===== config.mk =====
export PLATFORM = sky130hd
export DESIGN_NAME = knn_local_sp_streamer
export DESIGN_NICKNAME = d
export VERILOG_FILES = /design/src/rtl/knn_sp_pkg.sv /design/src/rtl/knn_sp_out_fifo.sv /design/src/rtl/knn_local_sp_streamer.sv
export SDC_FILE = /design/constraint.sdc
export NUM_CORES = 2
export LEC_CHECK = 0
export ABC_AREA = 1
export BUFFER_PORTS_ARGS = -buffer_cell sky130_fd_sc_hd__buf_4
export CAP_MARGIN = 20
export CELL_PAD_IN_SITES_DETAIL_PLACEMENT = 1
export CELL_PAD_IN_SITES_GLOBAL_PLACEMENT = 2
export CORE_UTILIZATION = 34
export CTS_CLUSTER_DIAMETER = 30
export DETAILED_ROUTE_END_ITERATION = 8
export PLACE_DENSITY = 0.77
export SLEW_MARGIN = 20
export SYNTH_ARGS = -nofsm -noshare
export SYNTH_HDL_FRONTEND = slang
export SYNTH_HIERARCHICAL = 1
export SYNTH_SLANG_ARGS = --single-unit

===== constraint.sdc =====
create_clock -name clk -period 3.1 [get_ports clk]
set_input_delay 0.775 -clock clk [delete_from_list [all_inputs] [get_ports clk]]
set_output_delay 0.775 -clock clk [all_outputs]
set_load 0.01 [all_outputs]

===== src/rtl/knn_sp_pkg.sv =====
// Shared types and constants for the partialKnn local search-point (SP)
// buffer read streamer.
package knn_sp_pkg;

    // Geometry of the local SP URAM buffer (256-bit x 2048, single port).
    localparam int SP_DATA_W = 256;
    localparam int SP_ADDR_W = 11;
    localparam int SP_DEPTH  = 2048;

    // Word counters must hold 0..SP_DEPTH inclusive, hence one extra bit.
    localparam int SP_CNT_W  = SP_ADDR_W + 1;

    // Streamer control states.
    //   IDLE   : waiting for a start command
    //   STREAM : still issuing buffer reads
    //   DRAIN  : every read issued, waiting for the last word to leave
    //   DONE   : single-cycle completion pulse
    typedef enum logic [1:0] {
        IDLE   = 2'd0,
        STREAM = 2'd1,
        DRAIN  = 2'd2,
        DONE   = 2'd3
    } sp_state_e;

endpackage


===== src/rtl/knn_sp_out_fifo.sv =====
// Output FIFO of the SP streamer. Entry 0 is always the head and is a plain
// register, so head_o/valid_o leave the block straight from flops. Entries at
// or above the fill level are kept at zero, which makes the head read as all
// zeros (data and last flag) whenever the FIFO is empty.
module knn_sp_out_fifo #(
    parameter int Width = 257,
    parameter int Depth = 3,
    parameter int CntW  = $clog2(Depth + 1)
) (
    input  logic             clk,
    input  logic             reset,
    input  logic             push_i,
    input  logic [Width-1:0] push_data_i,
    input  logic             pop_i,
    output logic [Width-1:0] head_o,
    output logic             valid_o,
    output logic [CntW-1:0]  count_o
);

    logic [Width-1:0] mem_q [Depth];
    logic [Width-1:0] mem_d [Depth];
    logic [CntW-1:0]  cnt_q, cnt_d;
    logic             valid_q;

    // Next storage contents: shift down on pop, then write at the fill level.
    always_comb begin
        // NOTE: every signal gets a default before any condition, otherwise the
        // paths that do not assign it would infer a latch.
        mem_d = mem_q;
        cnt_d = cnt_q;
        if (pop_i) begin
            for (int i = 0; i < Depth - 1; i++) begin
                mem_d[i] = mem_q[i + 1];
            end
            mem_d[Depth-1] = '0;
            cnt_d          = cnt_q - CntW'(1);
        end
        if (push_i) begin
            for (int i = 0; i < Depth; i++) begin
                if (cnt_d == CntW'(i)) begin
                    mem_d[i] = push_data_i;
                end
            end
            cnt_d = cnt_d + CntW'(1);
        end
    end

    // Storage, fill level and registered valid flag.
    always_ff @(posedge clk or negedge reset) begin
        if (!reset) begin
            // NOTE: the storage is reset too: entry 0 drives the output port
            // directly and the zero-above-fill-level invariant needs a clean start.
            for (int i = 0; i < Depth; i++) begin
                mem_q[i] <= '0;
            end
            cnt_q   <= '0;
            valid_q <= 1'b0;
        end else begin
            // NOTE: non-blocking assignments so every flop samples the values
            // from before this edge, independent of statement order.
            for (int i = 0; i < Depth; i++) begin
                mem_q[i] <= mem_d[i];
            end
            cnt_q   <= cnt_d;
            valid_q <= (cnt_d != '0);
        end
    end

    assign head_o  = mem_q[0];
    assign valid_o = valid_q;
    assign count_o = cnt_q;

endmodule


===== src/rtl/knn_local_sp_streamer.sv =====
// Read-side streamer for the partialKnn local SP buffer. A start command
// launches sequential reads (address wraps from the top of the buffer back to
// 0); the returning words go through a small output FIFO onto a valid/ready
// stream with a last flag. Reads are only issued while the words already in
// flight plus those waiting in the FIFO leave room, so backpressure can never
// overflow the FIFO.
//
// Build option: define KNN_SP_STREAM_PERF_EN to add the 32-bit stall_cycles_o
// port, a saturating count of cycles with out_valid_o && !out_ready_i.
module knn_local_sp_streamer
    import knn_sp_pkg::*;
#(
    parameter int DataWidth    = SP_DATA_W,
    parameter int AddressWidth = SP_ADDR_W,
    parameter int AddressRange = SP_DEPTH,
    parameter int ReadLatency  = 1,
    parameter int FifoDepth    = ReadLatency + 2
) (
    input  logic                    clk,
    input  logic                    reset,
    input  logic                    start_i,
    input  logic [AddressWidth-1:0] base_addr_i,
    input  logic [AddressWidth:0]   num_words_i,
    output logic                    busy_o,
    output logic                    done_o,
    output logic [AddressWidth-1:0] mem_address0_o,
    output logic                    mem_ce0_o,
    output logic                    mem_we0_o,
    input  logic [DataWidth-1:0]    mem_q0_i,
    output logic [DataWidth-1:0]    out_data_o,
    output logic                    out_valid_o,
    input  logic                    out_ready_i,
    output logic                    out_last_o
`ifdef KNN_SP_STREAM_PERF_EN
    ,
    output logic [31:0]             stall_cycles_o
`endif
);

    localparam int CntW     = AddressWidth + 1;
    localparam int FifoW    = DataWidth + 1;
    localparam int FifoCntW = $clog2(FifoDepth + 1);
    localparam int OccW     = $clog2(FifoDepth + ReadLatency + 2) + 1;

    // Control state and latched command.
    sp_state_e              state_q, state_d;
    logic [CntW-1:0]         num_q, num_d;
    logic [CntW-1:0]         issued_q, issued_d;
    logic [AddressWidth-1:0] rd_addr_q, rd_addr_d;

    // Registered buffer port and per-read last tag.
    logic [AddressWidth-1:0] mem_addr_q, mem_addr_d;
    logic                    ce_q, ce_d;
    logic                    ce_last_q, ce_last_d;
    logic                    busy_q, done_q;

    // In-flight tracking: valid and last bits travel with each read.
    logic [ReadLatency-1:0]  pipe_v_q, pipe_l_q;

    // Issue decision helpers.
    logic                    issue_ok;
    logic [CntW-1:0]         issue_cnt, issue_num;
    logic [AddressWidth-1:0] issue_addr;
    logic [OccW-1:0]         occ_now, occ_next;

    // FIFO interface.
    logic                    fifo_push, fifo_pop, fifo_valid;
    logic [FifoW-1:0]        fifo_head;
    logic [FifoCntW-1:0]     fifo_count;

    assign fifo_push = pipe_v_q[ReadLatency-1];
    assign fifo_pop  = fifo_valid && out_ready_i;

    // Words already committed to the FIFO: the read on the port this cycle,
    // the reads still in the latency pipe and the FIFO contents. Subtracting
    // this cycle's pop gives the occupancy seen by a read issued next cycle.
    always_comb begin
        occ_now = OccW'(ce_q) + OccW'(fifo_count);
        for (int i = 0; i < ReadLatency; i++) begin
            occ_now = occ_now + OccW'(pipe_v_q[i]);
        end
        occ_next = occ_now - OccW'(fifo_pop);
    end

    // Next-state logic: command acceptance, read issue and completion.
    always_comb begin
        state_d    = state_q;
        num_d      = num_q;
        issued_d   = issued_q;
        rd_addr_d  = rd_addr_q;
        mem_addr_d = mem_addr_q;
        ce_d       = 1'b0;
        ce_last_d  = 1'b0;
        issue_ok   = 1'b0;
        issue_cnt  = issued_q;
        issue_num  = num_q;
        issue_addr = rd_addr_q;

        case (state_q)
            IDLE: begin
                if (start_i) begin
                    // Work from the live inputs this cycle; the latched copies
                    // take over from the next cycle on.
                    num_d      = num_words_i;
                    issued_d   = '0;
                    rd_addr_d  = base_addr_i;
                    issue_cnt  = '0;
                    issue_num  = num_words_i;
                    issue_addr = base_addr_i;
                    if (num_words_i == '0) begin
                        state_d = DONE;
                    end else begin
                        // Nothing is in flight in IDLE, so the first read
                        // always has room.
                        state_d  = STREAM;
                        issue_ok = 1'b1;
                    end
                end
            end
            STREAM: begin
                issue_ok = (issued_q < num_q) && (occ_next < OccW'(FifoDepth));
            end
            DRAIN: begin
                if (fifo_pop && out_last_o) begin
                    state_d = DONE;
                end
            end
            DONE: begin
                state_d = IDLE;
            end
            default: begin
                state_d = IDLE;
            end
        endcase

        if (issue_ok) begin
            ce_d       = 1'b1;
            mem_addr_d = issue_addr;
            issued_d   = issue_cnt + CntW'(1);
            ce_last_d  = ((issue_cnt + CntW'(1)) == issue_num);
            rd_addr_d  = (issue_addr == AddressWidth'(AddressRange - 1))
                       ? '0 : issue_addr + AddressWidth'(1);
            if (ce_last_d) begin
                state_d = DRAIN;
            end
        end
    end

    // FSM state, counters, registered outputs and the in-flight pipe.
    always_ff @(posedge clk or negedge reset) begin
        if (!reset) begin
            state_q    <= IDLE;
            num_q      <= '0;
            issued_q   <= '0;
            rd_addr_q  <= '0;
            mem_addr_q <= '0;
            ce_q       <= 1'b0;
            ce_last_q  <= 1'b0;
            busy_q     <= 1'b0;
            done_q     <= 1'b0;
            pipe_v_q   <= '0;
            pipe_l_q   <= '0;
        end else begin
            state_q    <= state_d;
            num_q      <= num_d;
            issued_q   <= issued_d;
            rd_addr_q  <= rd_addr_d;
            mem_addr_q <= mem_addr_d;
            ce_q       <= ce_d;
            ce_last_q  <= ce_last_d;
            busy_q     <= (state_d == STREAM) || (state_d == DRAIN);
            done_q     <= (state_d == DONE);
            pipe_v_q[0] <= ce_q;
            pipe_l_q[0] <= ce_last_q;
            for (int i = 1; i < ReadLatency; i++) begin
                pipe_v_q[i] <= pipe_v_q[i-1];
                pipe_l_q[i] <= pipe_l_q[i-1];
            end
        end
    end

    knn_sp_out_fifo #(
        .Width (FifoW),
        .Depth (FifoDepth),
        .CntW  (FifoCntW)
    ) u_out_fifo (
        .clk         (clk),
        .reset       (reset),
        .push_i      (fifo_push),
        .push_data_i ({pipe_l_q[ReadLatency-1], mem_q0_i}),
        .pop_i       (fifo_pop),
        .head_o      (fifo_head),
        .valid_o     (fifo_valid),
        .count_o     (fifo_count)
    );

    assign busy_o         = busy_q;
    assign done_o         = done_q;
    assign mem_address0_o = mem_addr_q;
    assign mem_ce0_o      = ce_q;
    assign mem_we0_o      = 1'b0;
    assign out_data_o     = fifo_head[DataWidth-1:0];
    assign out_last_o     = fifo_head[DataWidth];
    assign out_valid_o    = fifo_valid;

`ifdef KNN_SP_STREAM_PERF_EN
    logic [31:0] stall_q;

    // Saturating backpressure counter, restarted by each accepted command.
    always_ff @(posedge clk or negedge reset) begin
        if (!reset) begin
            stall_q <= '0;
        end else if (state_q == IDLE && start_i) begin
            stall_q <= '0;
        end else if (fifo_valid && !out_ready_i && stall_q != '1) begin
            stall_q <= stall_q + 32'd1;
        end
    end

    assign stall_cycles_o = stall_q;
`endif

endmodule


Word level (Yosys, flattened, before mapping)
Cells that the tools add are included.
{"block": "op_classes", "n_reduce_logical": 8, "add_sub_neg": 7, "mux": 27, "n_lt_le_gt_ge": 2, "n_eq_ne": 10}
{"op": "771-bit 2-to-1 mux", "n": 2}
{"op": "257-bit 2-to-1 mux", "n": 3}
{"op": "12-bit 2-to-1 mux", "n": 5}
{"op": "11-bit 2-to-1 mux", "n": 4}
{"op": "2-bit 2-to-1 mux", "n": 7}
{"op": "12-bit by 1-bit adder with 12-bit output (second input constant)", "n": 1}
{"op": "12-bit == test", "n": 1}
{"op": "12-bit logical NOT", "n": 1}
{"op": "12-bit less-than comparator", "n": 1}
{"op": "11-bit by 1-bit adder with 11-bit output (second input constant)", "n": 1}
{"op": "11-bit == test (second input constant)", "n": 1}
{"op": "2-bit == test (second input constant)", "n": 5}
{"op": "2-bit by 1-bit == test with 1-bit output (second input constant)", "n": 3}
{"op": "2-bit one-hot mux with 3 select lines", "n": 1}
{"op": "3-bit by 1-bit adder with 4-bit output", "n": 1}
{"op": "2-bit logical NOT", "n": 2}
{"op": "4-bit by 2-bit less-than comparator with 1-bit output (second input constant)", "n": 1}
{"op": "1-bit 2-to-1 mux", "n": 4}
{"op": "4-bit by 1-bit subtractor with 4-bit output", "n": 1}
{"op": "1-bit by 2-bit adder with 3-bit output", "n": 1}
{"op": "1-bit logical AND", "n": 3}
{"op": "2-bit by 1-bit adder with 2-bit output (second input constant)", "n": 1}
{"op": "1-bit one-hot mux with 2 select lines", "n": 1}
{"op": "2-bit nonzero test", "n": 1}
{"op": "other kinds (2)", "n": 2}
{"block": "totals", "wordCells": 70, "out_inout_bits": 273, "input_bits": 283, "register_bits": 828}

Longest topological paths before layout
{"block": "depth", "ltp_word": 9, "depth_mapped": 21, "mapped_depth_nobuf": 19}

By module
Netlist, hierarchy kept.
{"module": "knn_sp_out_fifo", "seq_area_each_um2": 19368.6, "area_per_inst_um2": 37562.3, "n_inst": 1, "cells_each": 4741}
{"module": "knn_local_sp_streamer", "seq_area_each_um2": 1351.3, "area_per_inst_um2": 3580.9, "n_inst": 1, "cells_each": 487}

Least setup slack after synthesis
Ideal clock, no wire load.
{"block": "synth_path", "path_kind": "input to register", "start": "input port out_ready_i", "end": "register busy_q (netlist: busy_o)", "setup_time_ns": 0.126, "t_arrival_ns": 3.125, "setup_slack_ns": -0.151, "t_required_ns": 2.974, "path_buffers": 0, "stages": 14, "cell_sequence": "nand2_1 -> inv_1 -> ha_1 -> fa_1 -> fa_1 -> o211a_1 -> nand3_1 -> nor2_1 -> nor2_1 -> nor2_1 -> nand2_1 -> nor2_1 -> nor2_1 -> ha_1"}
{"block": "synth_between", "elab_chain_cells": 8, "elab_cells_between_ends": 13, "cone_classes": "add/sub (1); order compare (1); eq/ne (2); mux (5); reduce/logical (4)"}
{"element": "from (decl)", "line_no": "knn_local_sp_streamer.sv:32", "source": "input logic out_ready_i,"}
{"element": "1-bit logical AND (*)", "line_no": "knn_local_sp_streamer.sv:72", "source": "assign fifo_pop = fifo_valid && out_ready_i;"}
{"element": "named net fifo_pop", "line_no": "knn_local_sp_streamer.sv:67", "source": "logic fifo_push, fifo_pop, fifo_valid;"}
{"element": "4-bit by 1-bit subtractor with 4-bit output / 1-bit logical AND (equally long branches)", "line_no": "knn_local_sp_streamer.sv:82, knn_local_sp_streamer.sv:124"}
{"element": "4-bit by 2-bit less-than comparator with 1-bit output / 2-bit 2-to-1 mux (equally long branches)", "line_no": "knn_local_sp_streamer.sv:121, knn_local_sp_streamer.sv:124"}
{"element": "1-bit logical AND / 2-bit one-hot mux with 3 select lines (equally long branches)", "line_no": "knn_local_sp_streamer.sv:121, knn_local_sp_streamer.sv:99"}
{"element": "1-bit one-hot mux with 2 select lines / 2-bit 2-to-1 mux (equally long branches)", "line_no": "knn_local_sp_streamer.sv:99, knn_local_sp_streamer.sv:143"}
{"element": "2-bit 2-to-1 mux (*)", "line_no": "knn_local_sp_streamer.sv:136", "source": "if (issue_ok) begin"}
{"element": "named net state_d[0]", "line_no": "knn_local_sp_streamer.sv:46", "source": "sp_state_e state_q, state_d;"}
{"element": "2-bit by 1-bit == test with 1-bit output / 2-bit == test (equally long branches)", "line_no": "knn_local_sp_streamer.sv:171", "source": "busy_q <= (state_d == STREAM) || (state_d == DRAIN);"}
{"element": "1-bit logical OR (*)", "line_no": "knn_local_sp_streamer.sv:171"}
{"element": "to (signal assigned)", "line_no": "knn_local_sp_streamer.sv:171"}
{"element": "to (decl)", "line_no": "knn_local_sp_streamer.sv:55", "source": "logic busy_q, done_q;"}
Mark *: on every way through the listed nets, which the timed path passes. The rest lies on a longest branch.
A chain may end at the register's enable or synchronous reset.

Final worst setup path
{"block": "layout_path", "start": "register pipe_v_q (netlist: fifo_push)", "end": "register busy_q (netlist: busy_o)"}
{"block": "layout_between", "elab_chain_cells": 8, "elab_cells_between_ends": 9, "cone_classes": "add/sub (2); order compare (1); eq/ne (2); mux (2); reduce/logical (2)"}
{"element": "from (decl)", "line_no": "knn_local_sp_streamer.sv:58", "source": "logic [ReadLatency-1:0] pipe_v_q, pipe_l_q;"}
{"element": "from (signal, indexed assignment)", "line_no": "knn_local_sp_streamer.sv:176", "source": "pipe_v_q[i] <= pipe_v_q[i-1];"}
{"element": "3-bit by 1-bit adder with 4-bit output (*)", "line_no": "knn_local_sp_streamer.sv:80", "source": "occ_now = occ_now + OccW'(pipe_v_q[i]);"}
{"element": "4-bit by 1-bit subtractor with 4-bit output (*)", "line_no": "knn_local_sp_streamer.sv:82", "source": "occ_next = occ_now - OccW'(fifo_pop);"}
{"element": "4-bit by 2-bit less-than comparator with 1-bit output (*)", "line_no": "knn_local_sp_streamer.sv:121", "source": "issue_ok = (issued_q < num_q) && (occ_next < OccW'(FifoDepth));"}
{"element": "1-bit logical AND (*)", "line_no": "knn_local_sp_streamer.sv:121"}
{"element": "1-bit one-hot mux with 2 select lines (*)", "line_no": "knn_local_sp_streamer.sv:99", "source": "case (state_q)"}
{"element": "2-bit 2-to-1 mux (*)", "line_no": "knn_local_sp_streamer.sv:136"}
{"element": "named net state_d[0]", "line_no": "knn_local_sp_streamer.sv:46"}
{"element": "2-bit by 1-bit == test with 1-bit output / 2-bit == test (equally long branches)", "line_no": "knn_local_sp_streamer.sv:171"}
{"element": "1-bit logical OR (*)", "line_no": "knn_local_sp_streamer.sv:171"}
Marked as above.

==> impl_metrics.py <==
metrics = {
    "job": {
        "drv_cap": 0,
    },
    "power_and_ir_drop": {
        "clockPowerShare_pct": 36.7,
        "comb_power_share_pct": 34.2,
        "totalPowerFinal_w": 0.0620,
        "seq_power_share_pct": 29.1,
        "power_density_mw_per_mm2": 1160,
        "internal_power_w": 0.0391,
        "ir_drop_mv": 0.853,
        "switchingPower_w": 0.0229,
        "p_sw_share_pct": 36.9,
        "leakage_nw": 27.7,
    },
    "timing": {
        "rsz0062_at_grt": "no",
        "fin_ws_ps": 125,
        "worst_pin_slew_ps": 1130,
        "fin_crit_ps": 2970,
        "setup_viol": 0,
        "clock_skew_ps": 51.2,
        "fin_hold_ws_ps": 222,
        "slew_headroom_pct": 24.4,
        "finalHoldViolCount": 0,
        "finalCritPeriodShare_pct": 96.0,
        "fmax_ghz": 0.336,
        "finalMaxSlewViolations": 0,
    },
    "setup_path": {
        "cp-start-kind": "register",
        "cp_slowest_cell": "dfrtp_4",
        "path_max_fanout": 3,
        "crit_required_ps": 3770,
        "critPathCaptureType": "register",
        "path_cells": "inv_1 -> ha_4 -> fa_2 -> fa_2 -> xnor2_1 -> o211a_4 -> nand3_1 -> nor2_2 -> nor2_2 -> nor2_1 -> nand2_1 -> nor2_1 -> nor2_1 -> ha_1",
        "arrival_ps": 3640,
        "r2r_end": "busy_o",
        "path_common_cell": "nor2_1",
        "crit_type": "reg2reg",
        "rr_worst_depth": 14,
        "rrSetupSlack_ps": 130,
        "rr_startpoint": "fifo_push",
        "slowest_delay_ps": 480,
    },
    "global_route": {
        "grt_use_met1_pct": 30.8,
        "grtUsageMet2_pct": 39.0,
        "grt.total_usage_pct": 23.5,
        "grt_pass1_vias": 39047,
        "busiest_layer": "met2",
        "antenna_found_initial": 2,
        "grt_pass1_wl_um": 228000,
        "grt_max_degree": 201,
        "grtUsageMet3_pct": 4.01,
        "grt_remaining_overflow": 0,
    },
    "logic_synthesis": {
        "async_flop_share_pct": 100,
        "ys_ff_latch": 828,
        "ys.flop_type": "dfrtp_1",
        "synth-compound-area-share_pct": 6.03,
        "synth_top_family_by_area": "simple AND/OR/NAND/NOR gates",
        "synth_cell_type_count": 43,
        "yosys_warnings": 6,
        "synthMuxAreaShare_pct": 0,
        "synthAdderAreaFrac_pct": 0.675,
        "seq_area_frac_synth_pct": 50.4,
        "syn-num-nets": 5532,
        "synth.avg_cell_area_um2": 7.87,
        "synth_cells": 5228,
        "synth-xor-area-share_pct": 0.128,
        "synth_area_mm2": 0.0411,
        "synth-edff-count": 0,
        "synthSimpleGateAreaFrac_pct": 32.3,
    },
    "clock_network": {
        "cts_tree": "done",
        "cts_sinks": 828,
        "clockRootBuffer": "clkbuf_16",
        "clockBufferDepth": 3,
        "clkLatencyLatePin_ps": 810,
        "htreeDepth": 4,
        "clk_pin_slew_ps": 40,
        "cts_buffers": 220,
    },
    "hold_path": {
        "hp-start": "mem_q0_i[234]",
        "hp-class": "in2reg",
        "hold-path-endpoint": "u_out_fifo/mem_q[234]",
        "holdPathStages": 3,
    },
    "placed_design": {
        "dpl.hpwl_um": 87600,
        "pre_cts_ws_ps": -534,
        "io_buffer_count": 554,
        "place_area_mm2": 0.0459,
        "place_congestion": 0.763,
    },
    "status": {
        "outcome": "finished clean",
    },
    "finish": {
        "syn2layout_area_growth_pct": 29.9,
        "multiInputGateArea_mm2": 0.0162,
        "fin_util_pct": 44.6,
        "fin_nets": 5819,
        "regArea_mm2": 0.0207,
        "drive_gt1_share_pct": 19.9,
        "design_area_mm2": 0.0535,
        "nFillCells": 14047,
    },
    "detailed_routing": {
        "postRouteAntennaNets": 0,
        "vias": 37180,
        "wirelength_um": 144000,
        "wire_per_inst_um": 19.6,
        "dr.first_iter.drc_count": 2198,
        "drc": 0,
        "viasPerCell": 5.08,
        "drt_first_pass_iters": 5,
    },
    "floorplan": {
        "initial_core_util_pct": 34.3,
        "die_height_um": 350,
        "die_w_um": 350,
        "coreArea_mm2": 0.120,
        "die_area_mm2": 0.122,
        "ios": 556,
        "std_cell_rows": 127,
    },
}
-- placed cells by master, fill, tap and decap left out, types with 4 or more instances in the layout --
| master | netlist | layout |
|---|---|---|
| a21oi_1 | 5 | 5 |
| a31oi_1 | 206 | 206 |
| buf_12 | 0 | 78 |
| buf_4 | 274 | 647 |
| bufinv_16 | 0 | 20 |
| clkbuf_1 | 164 | 49 |
| clkbuf_16 | 0 | 220 |
| clkbuf_8 | 0 | 52 |
| clkinv_16 | 0 | 5 |
| clkinv_2 | 0 | 51 |
| dfrtp_1 | 828 | 827 |
| ha_1 | 19 | 17 |
| inv_1 | 128 | 127 |
| inv_2 | 6 | 5 |
| nand2_1 | 2051 | 2049 |
| nand2_2 | 4 | 4 |
| nand3_1 | 507 | 507 |
| nand4_1 | 268 | 268 |
| nor2_1 | 294 | 292 |
| nor2_2 | 2 | 4 |
| nor3_1 | 4 | 4 |
| o21ai_0 | 136 | 136 |
| o21ai_1 | 9 | 9 |
| o21ai_2 | 8 | 8 |
| o22ai_1 | 52 | 52 |
| xnor2_1 | 4 | 4 |
-- final cells by class --
type,count,share of cell area (%)
antenna,1,0.00468
clock inverter,86,2.13
inverter,135,1.01
tap,1612,3.77
timing repair buffer,727,12.1
sequential,828,38.8
multi-input combinational,3603,30.3
clock buffer,321,12.0
-- critical path: cells and delay by family, from the launching register on --
kind | cells | cell delay, ps
AND/OR/NAND/NOR | 7 | 690
flip-flops | 1 | 480
XOR/XNOR | 1 | 180
AO/OA/AOI/OAI | 1 | 210
adder cells (fa/ha/maj) | 4 | 1200
buffers and inverters | 1 | 100
-- logic make-up after synthesis --
| kind of cell | after synthesis |
|---|---|
| AND/OR/NAND/NOR | 3153 |
| flip-flops | 828 |
| buffers and inverters | 797 |
| XOR/XNOR | 6 |
| AO/OA/AOI/OAI | 422 |
| other | 1 |
| adder cells (fa/ha/maj) | 21 |
-- power groups by stage --
stage / Sequential (W) / Combinational (W) / Clock, W
finish: 0.0180 / 0.0212 / 0.0227
global route: 0.0185 / 0.0237 / 0.0237
CTS: 0.0181 / 0.0215 / 0.0232
detailed placement: 0.0181 / 0.0213 / 0
global placement: 0.0180 / 0.0208 / 0
floorplan: 0.0171 / 0.0143 / 0
-- synthesized netlist by cell type (5+ instances only) --
cell,instances,area share [%]
a21oi_1,5,0.061
a31oi_1,206,3.1
buf_1,20,0.18
buf_2,199,2.4
buf_4,274,5.0
clkbuf_1,164,1.5
dfrtp_1,828,50
ha_1,19,0.58
inv_1,128,1.2
inv_2,6,0.055
nand2_1,2051,19
nand3_1,507,6.2
nand4_1,268,4.1
nor2_1,294,2.7
o21ai_0,136,1.7
o21ai_1,9,0.11
o21ai_2,8,0.17
o22ai_1,52,0.79
-- worst max-delay path by stage --
stage | startpoint | end | slack (ps)
floorplan | out_ready_i | busy_o | 7
global placement | out_ready_i | busy_o | -560
detailed placement | out_ready_i | busy_o | -530
CTS | fifo_push | busy_o | 40
global route | fifo_push | busy_o | 10
finish | fifo_push | busy_o | 130
-- sequential cells by signal (all words and copies together) (netlist names) --
name and count:
rd_addr_q 11, ce_last_q 1, u_out_fifo/head_o 257, num_q 12
issued_q 12, pipe_l_q 1, state_q 2, fifo_push 1
done_o 1, mem_ce0_o 1, busy_o 1, u_out_fifo/count_o 2
u_out_fifo/valid_o 1, mem_address0_o 11, u_out_fifo/mem_q 514
-- routing by layer --
layer / part of all wire (%) / routed length, um
met4: 2.6 / 3740
met1: 44 / 63600
met5: 0.012 / 17
met2: 49 / 69900
met3: 4.5 / 6490
-- through the flow --
stage                     std cells  setup TNS, ps
after CTS                      7312              0
after global placement         6904        -128090
after floorplan                5228              0
after detailed placement       6904        -157110
after global routing           7313              0
final                          7313              0
-- what timing repair did --
item / 4_1_cts / 5_1_grt
gates resized for setup: 0 / 3
endpoints found under the hold margin: 19 / 0
hold buffers: 1 / 0
setup endpoints to repair: 0 / 1
setup buffers: 0 / 0
(Power assumes the default switching activity.)
